**src/rtl/gateway_recv_pkt.sv**
```systemverilog
// gateway_recv_pkt: packet-granular receive gateway (sender_id allow-listing, skid-buffered registered output).
// Defining GATEWAY_RECV_STATS_EN adds saturating pass/drop packet counters.
module gateway_recv_pkt #(
  parameter int N_REGIONS = 2,
  parameter int DATA_BITS = 64,
  parameter int DEST_BITS = 14,
  parameter int CNT_BITS  = 32
) (
  input  logic                   i_aclk,
  input  logic                   i_aresetn,
  input  logic [N_REGIONS-1:0]   i_allow_mask,
  input  logic                   i_viol_clr,
  input  logic [DATA_BITS-1:0]   i_s_axis_tdata,
  input  logic [DATA_BITS/8-1:0] i_s_axis_tkeep,
  input  logic                   i_s_axis_tlast,
  input  logic [DEST_BITS-1:0]   i_s_axis_tdest,
  input  logic                   i_s_axis_tvalid,
  output logic                   o_s_axis_tready,
  output logic [DATA_BITS-1:0]   o_m_axis_tdata,
  output logic [DATA_BITS/8-1:0] o_m_axis_tkeep,
  output logic                   o_m_axis_tlast,
  output logic                   o_m_axis_tvalid,
  input  logic                   i_m_axis_tready,
  output logic                   o_viol_sticky,
  output logic [3:0]             o_viol_sender,
  output logic [CNT_BITS-1:0]    o_pass_cnt,
  output logic [CNT_BITS-1:0]    o_drop_cnt
);
  localparam int BW = DATA_BITS + DATA_BITS / 8 + 1;
  typedef enum logic [1:0] {HEAD, PASS, DROP} state_t;
  state_t          r_state, w_state_nx;
  logic [3:0]      w_s;
  logic [15:0]     w_mask;
  logic            w_trusted, w_ok, w_acc, w_head, w_push, w_drop_head;
  logic            w_load, w_pop, w_byp, w_fpush, w_wr1, w_unused;
  logic [1:0]      r_cnt, w_cnt_nx;
  logic [BW-1:0]   w_in, r_sk0, r_sk1, r_out;
  assign w_unused  = ^i_s_axis_tdest;
  assign w_s       = i_s_axis_tdest[9:6];
  assign w_mask    = 16'(i_allow_mask);
  assign w_trusted = int'(w_s) == N_REGIONS || (int'(w_s) >= N_REGIONS + 2 && int'(w_s) <= N_REGIONS + 4);
  assign w_ok      = w_trusted || w_mask[w_s];
  assign w_acc     = i_s_axis_tvalid && o_s_axis_tready;
  assign w_head    = r_state == HEAD;
  assign w_push    = w_acc && (r_state == PASS || (w_head && w_ok));
  assign w_drop_head = w_acc && w_head && !w_ok;
  // Output register refills from the skid head first; an incoming beat bypasses only when the skid is empty.
  assign w_load    = !o_m_axis_tvalid || i_m_axis_tready;
  assign w_pop     = w_load && r_cnt != 2'd0;
  assign w_byp     = w_load && r_cnt == 2'd0 && w_push;
  assign w_fpush   = w_push && !w_byp;
  assign w_wr1     = r_cnt == 2'd2 || (r_cnt == 2'd1 && !w_pop);
  assign w_cnt_nx  = r_cnt + 2'(w_fpush) - 2'(w_pop);
  assign w_in      = {i_s_axis_tlast, i_s_axis_tkeep, i_s_axis_tdata};
  assign {o_m_axis_tlast, o_m_axis_tkeep, o_m_axis_tdata} = r_out;
  always_comb
    w_state_nx = !w_acc ? r_state : i_s_axis_tlast ? HEAD : w_head ? (w_ok ? PASS : DROP) : r_state;
  always_ff @(posedge i_aclk or negedge i_aresetn)
    if (!i_aresetn) begin
      r_state         <= HEAD;
      r_cnt           <= 2'd0;
      r_sk0           <= '0;
      r_sk1           <= '0;
      r_out           <= '0;
      o_m_axis_tvalid <= 1'b0;
      o_s_axis_tready <= 1'b0;
      o_viol_sticky   <= 1'b0;
      o_viol_sender   <= 4'd0;
    end else begin
      r_state         <= w_state_nx;
      r_cnt           <= w_cnt_nx;
      o_s_axis_tready <= w_state_nx == DROP || w_cnt_nx != 2'd2;
      if (w_load) o_m_axis_tvalid <= w_pop || w_byp;
      if (w_pop || w_byp) r_out <= w_pop ? r_sk0 : w_in;
      if (w_pop) r_sk0 <= r_sk1;
      if (w_fpush && !w_wr1) r_sk0 <= w_in;
      if (w_fpush && w_wr1) r_sk1 <= w_in;
      if (w_drop_head) begin
        o_viol_sticky <= 1'b1;
        if (!o_viol_sticky || i_viol_clr) o_viol_sender <= w_s;
      end else if (i_viol_clr) o_viol_sticky <= 1'b0;
    end
`ifdef GATEWAY_RECV_STATS_EN
  always_ff @(posedge i_aclk or negedge i_aresetn)
    if (!i_aresetn) begin
      o_pass_cnt <= '0;
      o_drop_cnt <= '0;
    end else if (w_acc && w_head) begin
      if (w_ok && !(&o_pass_cnt)) o_pass_cnt <= o_pass_cnt + CNT_BITS'(1);
      if (!w_ok && !(&o_drop_cnt)) o_drop_cnt <= o_drop_cnt + CNT_BITS'(1);
    end
`else
  assign o_pass_cnt = '0;
  assign o_drop_cnt = '0;
`endif
endmodule
```
**config.mk**
```make
export PLATFORM = sky130hd
export DESIGN_NAME = gateway_recv_pkt
export DESIGN_NICKNAME = d
export VERILOG_FILES = /design/src/rtl/gateway_recv_pkt.sv
export SDC_FILE = /design/constraint.sdc
export NUM_CORES = 1
export LEC_CHECK = 0
export ABC_CLOCK_PERIOD_IN_PS = 2200
export BUFFER_PORTS_ARGS = -buffer_cell sky130_fd_sc_hd__buf_2
export CORE_ASPECT_RATIO = 0.8
export CORE_UTILIZATION = 49
export DETAILED_ROUTE_END_ITERATION = 12
export GPL_TIMING_DRIVEN = 0
export PLACE_DENSITY = 0.87
export SYNTH_ARGS = -nofsm -noshare
export SYNTH_HDL_FRONTEND = slang
export SYNTH_SLANG_ARGS = --single-unit
```
**constraint.sdc**
```tcl
create_clock -name i_aclk -period 2.2 [get_ports i_aclk]
set_input_delay 0.44 -clock i_aclk [delete_from_list [all_inputs] [get_ports i_aclk]]
set_output_delay 0.44 -clock i_aclk [all_outputs]
set_load 0.01 [all_outputs]
```
# Yosys cells after proc, flatten, opt, wreduce, memory -nomap -nowiden

Cells that the tools add are included.

Shift operators: 0
Muxes and demuxes: 11
Bitwise logic cells: 0
Eq/ne operators: 6
Magnitude comparators: 3
Reduce and logical (&&, ||, !) cells: 33
Multipliers: 0
Add/sub/neg operators: 2
Div/mod/pow operators: 0

Operator list:

| cell               | number |
|---|---|
| $mux 73            | 3 |
| $logic_and 1x1->1  | 13 |
| $logic_or 1x1->1   | 8 |
| $mux 2             | 4 |
| $logic_not 1->1    | 6 |
| $reduce_bool 2->1  | 3 |
| $lt 4x5->1 const B | 1 |
| $bmux 1 s4         | 1 |
| $eq 2x1->1 const B | 2 |
| $eq 2x2->1 const B | 2 |
| $eq 4x3->1 const B | 1 |
| $ge 4x3->1 const B | 1 |
| $le 4x3->1 const B | 1 |
| $logic_not 2->1    | 2 |
| $mux 1             | 3 |
| $add 2x1->2        | 1 |
| $ne 2x2->1 const B | 1 |
| $reduce_and 2->1   | 1 |
| $sub 2x1->2        | 1 |

Memories: 0
Register bits after elaboration: 230
Bits in writable memories: 0
Memory bits (read-only): 0
Latch bits: 0

# Depth between registers and ports, before layout

Word-level depth: 14
Mapped depth: 11
Depth with buffers taken out: 9

# Worst setup path after synthesis

Ideal clock, no wire load.

Path type: input to register
Start: in i_m_axis_tready
End: reg o_s_axis_tready
Required time: 2071 ps
Setup slack: -38 ps
Library setup time: 129 ps
Cell stages on the path: 11
Path buffers: 2
Data arrival time: 2109 ps
Path through: nand2b_1 > o21ai_0 > clkinv_1 > buf_4 > clkbuf_1 > ha_1 > inv_1 > ha_1 > xnor2_1 > xnor2_1 > nand3b_1

Cells in the longest elaborated chain, start to end: 9
Elaborated cells between the ends (all ways): 10

RTL lines:

| element                        | line | text |
|---|---|---|
| from (decl)                    | 23   | `input logic i_m_axis_tready,` |
| $logic_or 1x1->1 (*)           | 48   | `assign w_load = !o_m_axis_tvalid \|\| i_m_axis_tready;` |
| $logic_and 1x1->1 (2 in a row) | 50   | `assign w_byp = w_load && r_cnt == 2'd0 && w_push;` |
| $logic_not 1->1                | 51   | `assign w_fpush = w_push && !w_byp;` |
| $logic_and 1x1->1              | 51   |  |
| $add 2x1->2                    | 53   | `assign w_cnt_nx = r_cnt + 2'(w_fpush) - 2'(w_pop);` |
| $sub 2x1->2 (*)                | 53   |  |
| via w_cnt_nx[1]                | 36   | `logic [1:0] r_cnt, w_cnt_nx;` |
| $ne 2x2->1 (*)                 | 72   | `o_s_axis_tready <= w_state_nx == DROP \|\| w_cnt_nx != 2'd2;` |
| $logic_or 1x1->1 (*)           | 72   |  |
| to (signal assigned)           | 66   | `o_s_axis_tready <= 1'b0;` |
| to (signal assigned)           | 72   |  |
| to (decl)                      | 18   | `output logic o_s_axis_tready,` |

The timed path passes the listed nets; every way through them passes the cells marked *.
A chain may end at the register's enable or synchronous reset.

# Final worst setup path

Start: reg o_s_axis_tready
End: reg r_sk1[17]

Cells in the longest elaborated chain, start to end: 6

RTL lines:

| element               | line | text |
|---|---|---|
| $logic_and 1x1->1 (*) | 43   | `assign w_acc = i_s_axis_tvalid && o_s_axis_tready;` |
| $logic_and 1x1->1 (*) | 45   | `assign w_push = w_acc && (r_state == PASS \|\| (w_head && w_ok));` |
| $logic_and 1x1->1     | 50   |  |
| $logic_not 1->1       | 51   |  |
| $logic_and 1x1->1 (*) | 51   |  |
| $logic_and 1x1->1 (*) | 77   | `if (w_fpush && w_wr1) r_sk1 <= w_in;` |
| to (signal assigned)  | 77   |  |
| to (decl)             | 37   | `logic [BW-1:0] w_in, r_sk0, r_sk1, r_out;` |

Every way passes the cells marked *; elsewhere a longest branch is shown, timed or not.

==> metrics <==
commonest non-fill, non-tap cell in the layout=dfrtp_1; Slew headroom=0.432; sequential power share=0.397; CTS tree=done; Final Hold Slack=-39.8 ps; clock sinks=230; die area=22900 sq um; Layout Nets=roughly 1300; Buf/Inv on CP=1; ratio of final minimum period to clock period=0.964; number of H-tree levels=1; DIE HEIGHT=135 microns; io pins=238; DRC=0; r2r setup slk=80 ps; data arrival time of the critical path=roughly 2500 ps; clock share of power=0.210; Setup Skew=9.84 ps; slowest stage cell on the critical path=dfrtp_1; fraction of registers with async set/reset=1.00; Crit Path Category=reg2reg; WP depth=6; Top delay family on crit path=simple AND/OR/NAND/NOR gates; depth of the most critical reg-to-reg path=6; latest clock arrival within the worst-skew pair=510 ps; RSZ-0062 raised after global routing=false; fmax=471 MHz; pins over their slew limit=0; pwr/cell area=1410 nW/um^2; routed via count=8413; vias in the first global route=8277; Post-Syn Area=10900 sq um; Initial Utilization=0.503; mean post-synth cell area=10.9 sq um; fillers=1729; Synth Instances=roughly 1000; routability cong.=0.789; Final Util=0.606; P_leak=6.47 nW; global-route usage over all layers=0.241; CTS clock-pin slew for the worst setup and hold paths=approximately 60 ps; cts hold-fix bufs=0; crit-path cells=nand2_2, a311oi_4, nand2_4, nor2_8, buf_12, mux2_4; vias per cell=5.36; internal power=11.8 mW; largest net degree at the start of global routing=124; CTS root buffer=clkbuf_16; most common flop cell mapped by yosys=dfrtp_1; Clock Path Buffers=3; FF-to-FF Start=o_s_axis_tready; CP required=approximately 2600 ps; failing checks=negative hold slack; worst min path class=in2async; final cell count without fillers=1569; final hold violations=16; Wirelength per Cell=between 15 and 20 microns; EDFF count, synth=0; Worst Tran Pin Value=852 ps; DRT Pass-1 Iters=5; Seq cells post-synth=230; CP Max Fanout=10; Setup crit start=o_s_axis_tready; Syn. warnings=0; Layout area overhead=20.5%; Gate power share=0.394; Net Sw Frac=0.363; Max Cap Viol=0; min Tclk post-route=around 2100 ps; Crit. End Element=register; startpoint types=register; antenna-violating nets left=0; Switching Power=6.73 mW; reg2reg end=r_sk1[17]; VDD IR max=0.787 mV; core area=21700 sq um; commonest cells after routing, fill and taps aside=dfrtp_1, buf_2, nand2_1; Chip Width=169 microns; Distinct cells, synth=36; drt total wl=around 28000 microns; Num CTS Buffers=24; GRT overflow=0; register area share after synthesis=0.528; Port Buffers=163; layout cells sized above 1=0.318; CP peak stage delay=450 ps; first-pass GRT wire length=43900 microns; FP Rows=48; initial antenna violation count=2; DRT iter0 DRCs=705; Inst Count DP=1526; # setup viols final=0; DPL Wire Length=18600 microns; outcome=finished with violations
## cell type report
class / instances / area, sq um / area share
sequential: 230 / 5760 / 0.438
tap: 300 / 375 / 0.0286
antenna: 2 / 5.00 / 0.000381
clock buffer: 30 / 654 / 0.0498
clock inverter: 10 / 81.3 / 0.00619
multi-input combinational: 691 / 4420 / 0.336
buffer: 136 / 972 / 0.0740
inverter: 4 / 15.0 / 0.00114
timing repair buffer: 166 / 868 / 0.0661
## repair_timing
item                                    4_1_cts  5_1_grt
endpoints found under the hold margin         0        0
gates cloned                                  0        0
endpoints found under the setup margin       12       40
resized for setup                             6        8
pin swaps                                     0        2
setup buffers                                 0        2
## metrics by stage
step | hold WS, ps | instance area, sq um | setup TNS (ps) | total power [mW] | setup WS (ps)
2_1_floorplan | 144 | 11100 | 0 | 12.2 | 20.3
3_3_place_gp | 478 | 12300 | -759860 | 14.1 | -3230
3_5_place_dp | 491 | 12400 | -29280 | 14.6 | -413
4_1_cts | 14.9 | 13100 | 0 | 18.6 | 17.3
5_1_grt | 22.5 | 13100 | 0 | 19.6 | 1.81
6_report | -39.8 | 13100 | 0 | 18.6 | 78.9
## worst max-delay path by stage
stage	end	slack [ps]
final	r_sk1[17]	80
after global routing	o_s_axis_tready	2
after CTS	o_s_axis_tready	20
after detailed placement	o_s_axis_tready	-410
after global placement	r_out[21]	-3230
after floorplan	o_s_axis_tready	20
## registers in the layout (all words and copies together) (netlist names)
name and count:
o_m_axis_tvalid 1, o_s_axis_tready 1, o_viol_sender 4, o_viol_sticky 1
r_cnt 2, r_out 73, r_sk0 73, r_sk1 73
r_state 2
## layer usage
metal,track usage,vias to the layer above,share of wire
li1,-,3821,-
met1,0.331,4228,0.44
met2,0.397,316,0.48
met3,0.0359,48,0.058
met4,0.0702,0,0.019
met5,0,-,0
## logic make-up (layout without fill, tap and decap cells)
group,count (synthesis),after routing,share of synthesized area
AOI/OAI and AO/OA,235,235,0.121
xor gates and xnor gates,2,2,0.00161
adders and majority gates,2,2,0.00229
buffers and inverters,141,346,0.0899
DFF,230,230,0.528
muxes,150,150,0.171
other,1,66,0.000344
and+or+nand+nor,238,238,0.0863
## worst register-to-register path: cells and delay by family (launching register included)
| kind | cells | cell delay [ps] |
|---|---|---|
| muxes | 1 | 310 |
| DFF | 1 | 450 |
| and+or+nand+nor | 3 | 630 |
| AOI/OAI and AO/OA | 1 | 390 |
| buffers and inverters | 1 | 220 |
## synthesized netlist by cell type, drive strengths merged (2+ instances only)
master  number  share of area
a21oi        3         0.0014
a31oi       77          0.044
buf        110          0.079
clkbuf      27         0.0093
dfrtp      230           0.53
ha           2         0.0023
inv          3         0.0010
mux2        77           0.10
mux2i       73          0.067
nand2      151          0.053
nand2b       2         0.0011
nor2        78          0.028
nor3         2        0.00092
o21ai      149          0.068
xnor2        2         0.0016
## power groups by stage
stage / registers [mW] / clock network [mW] / logic [mW]
2_1_floorplan: 7.39 / 0 / 4.80
3_3_place_gp: 7.21 / 0 / 6.93
3_5_place_dp: 7.33 / 0 / 7.24
4_1_cts: 7.33 / 3.95 / 7.27
5_1_grt: 7.55 / 4.12 / 7.98
6_report: 7.36 / 3.89 / 7.31
(Power assumes the default switching activity.)
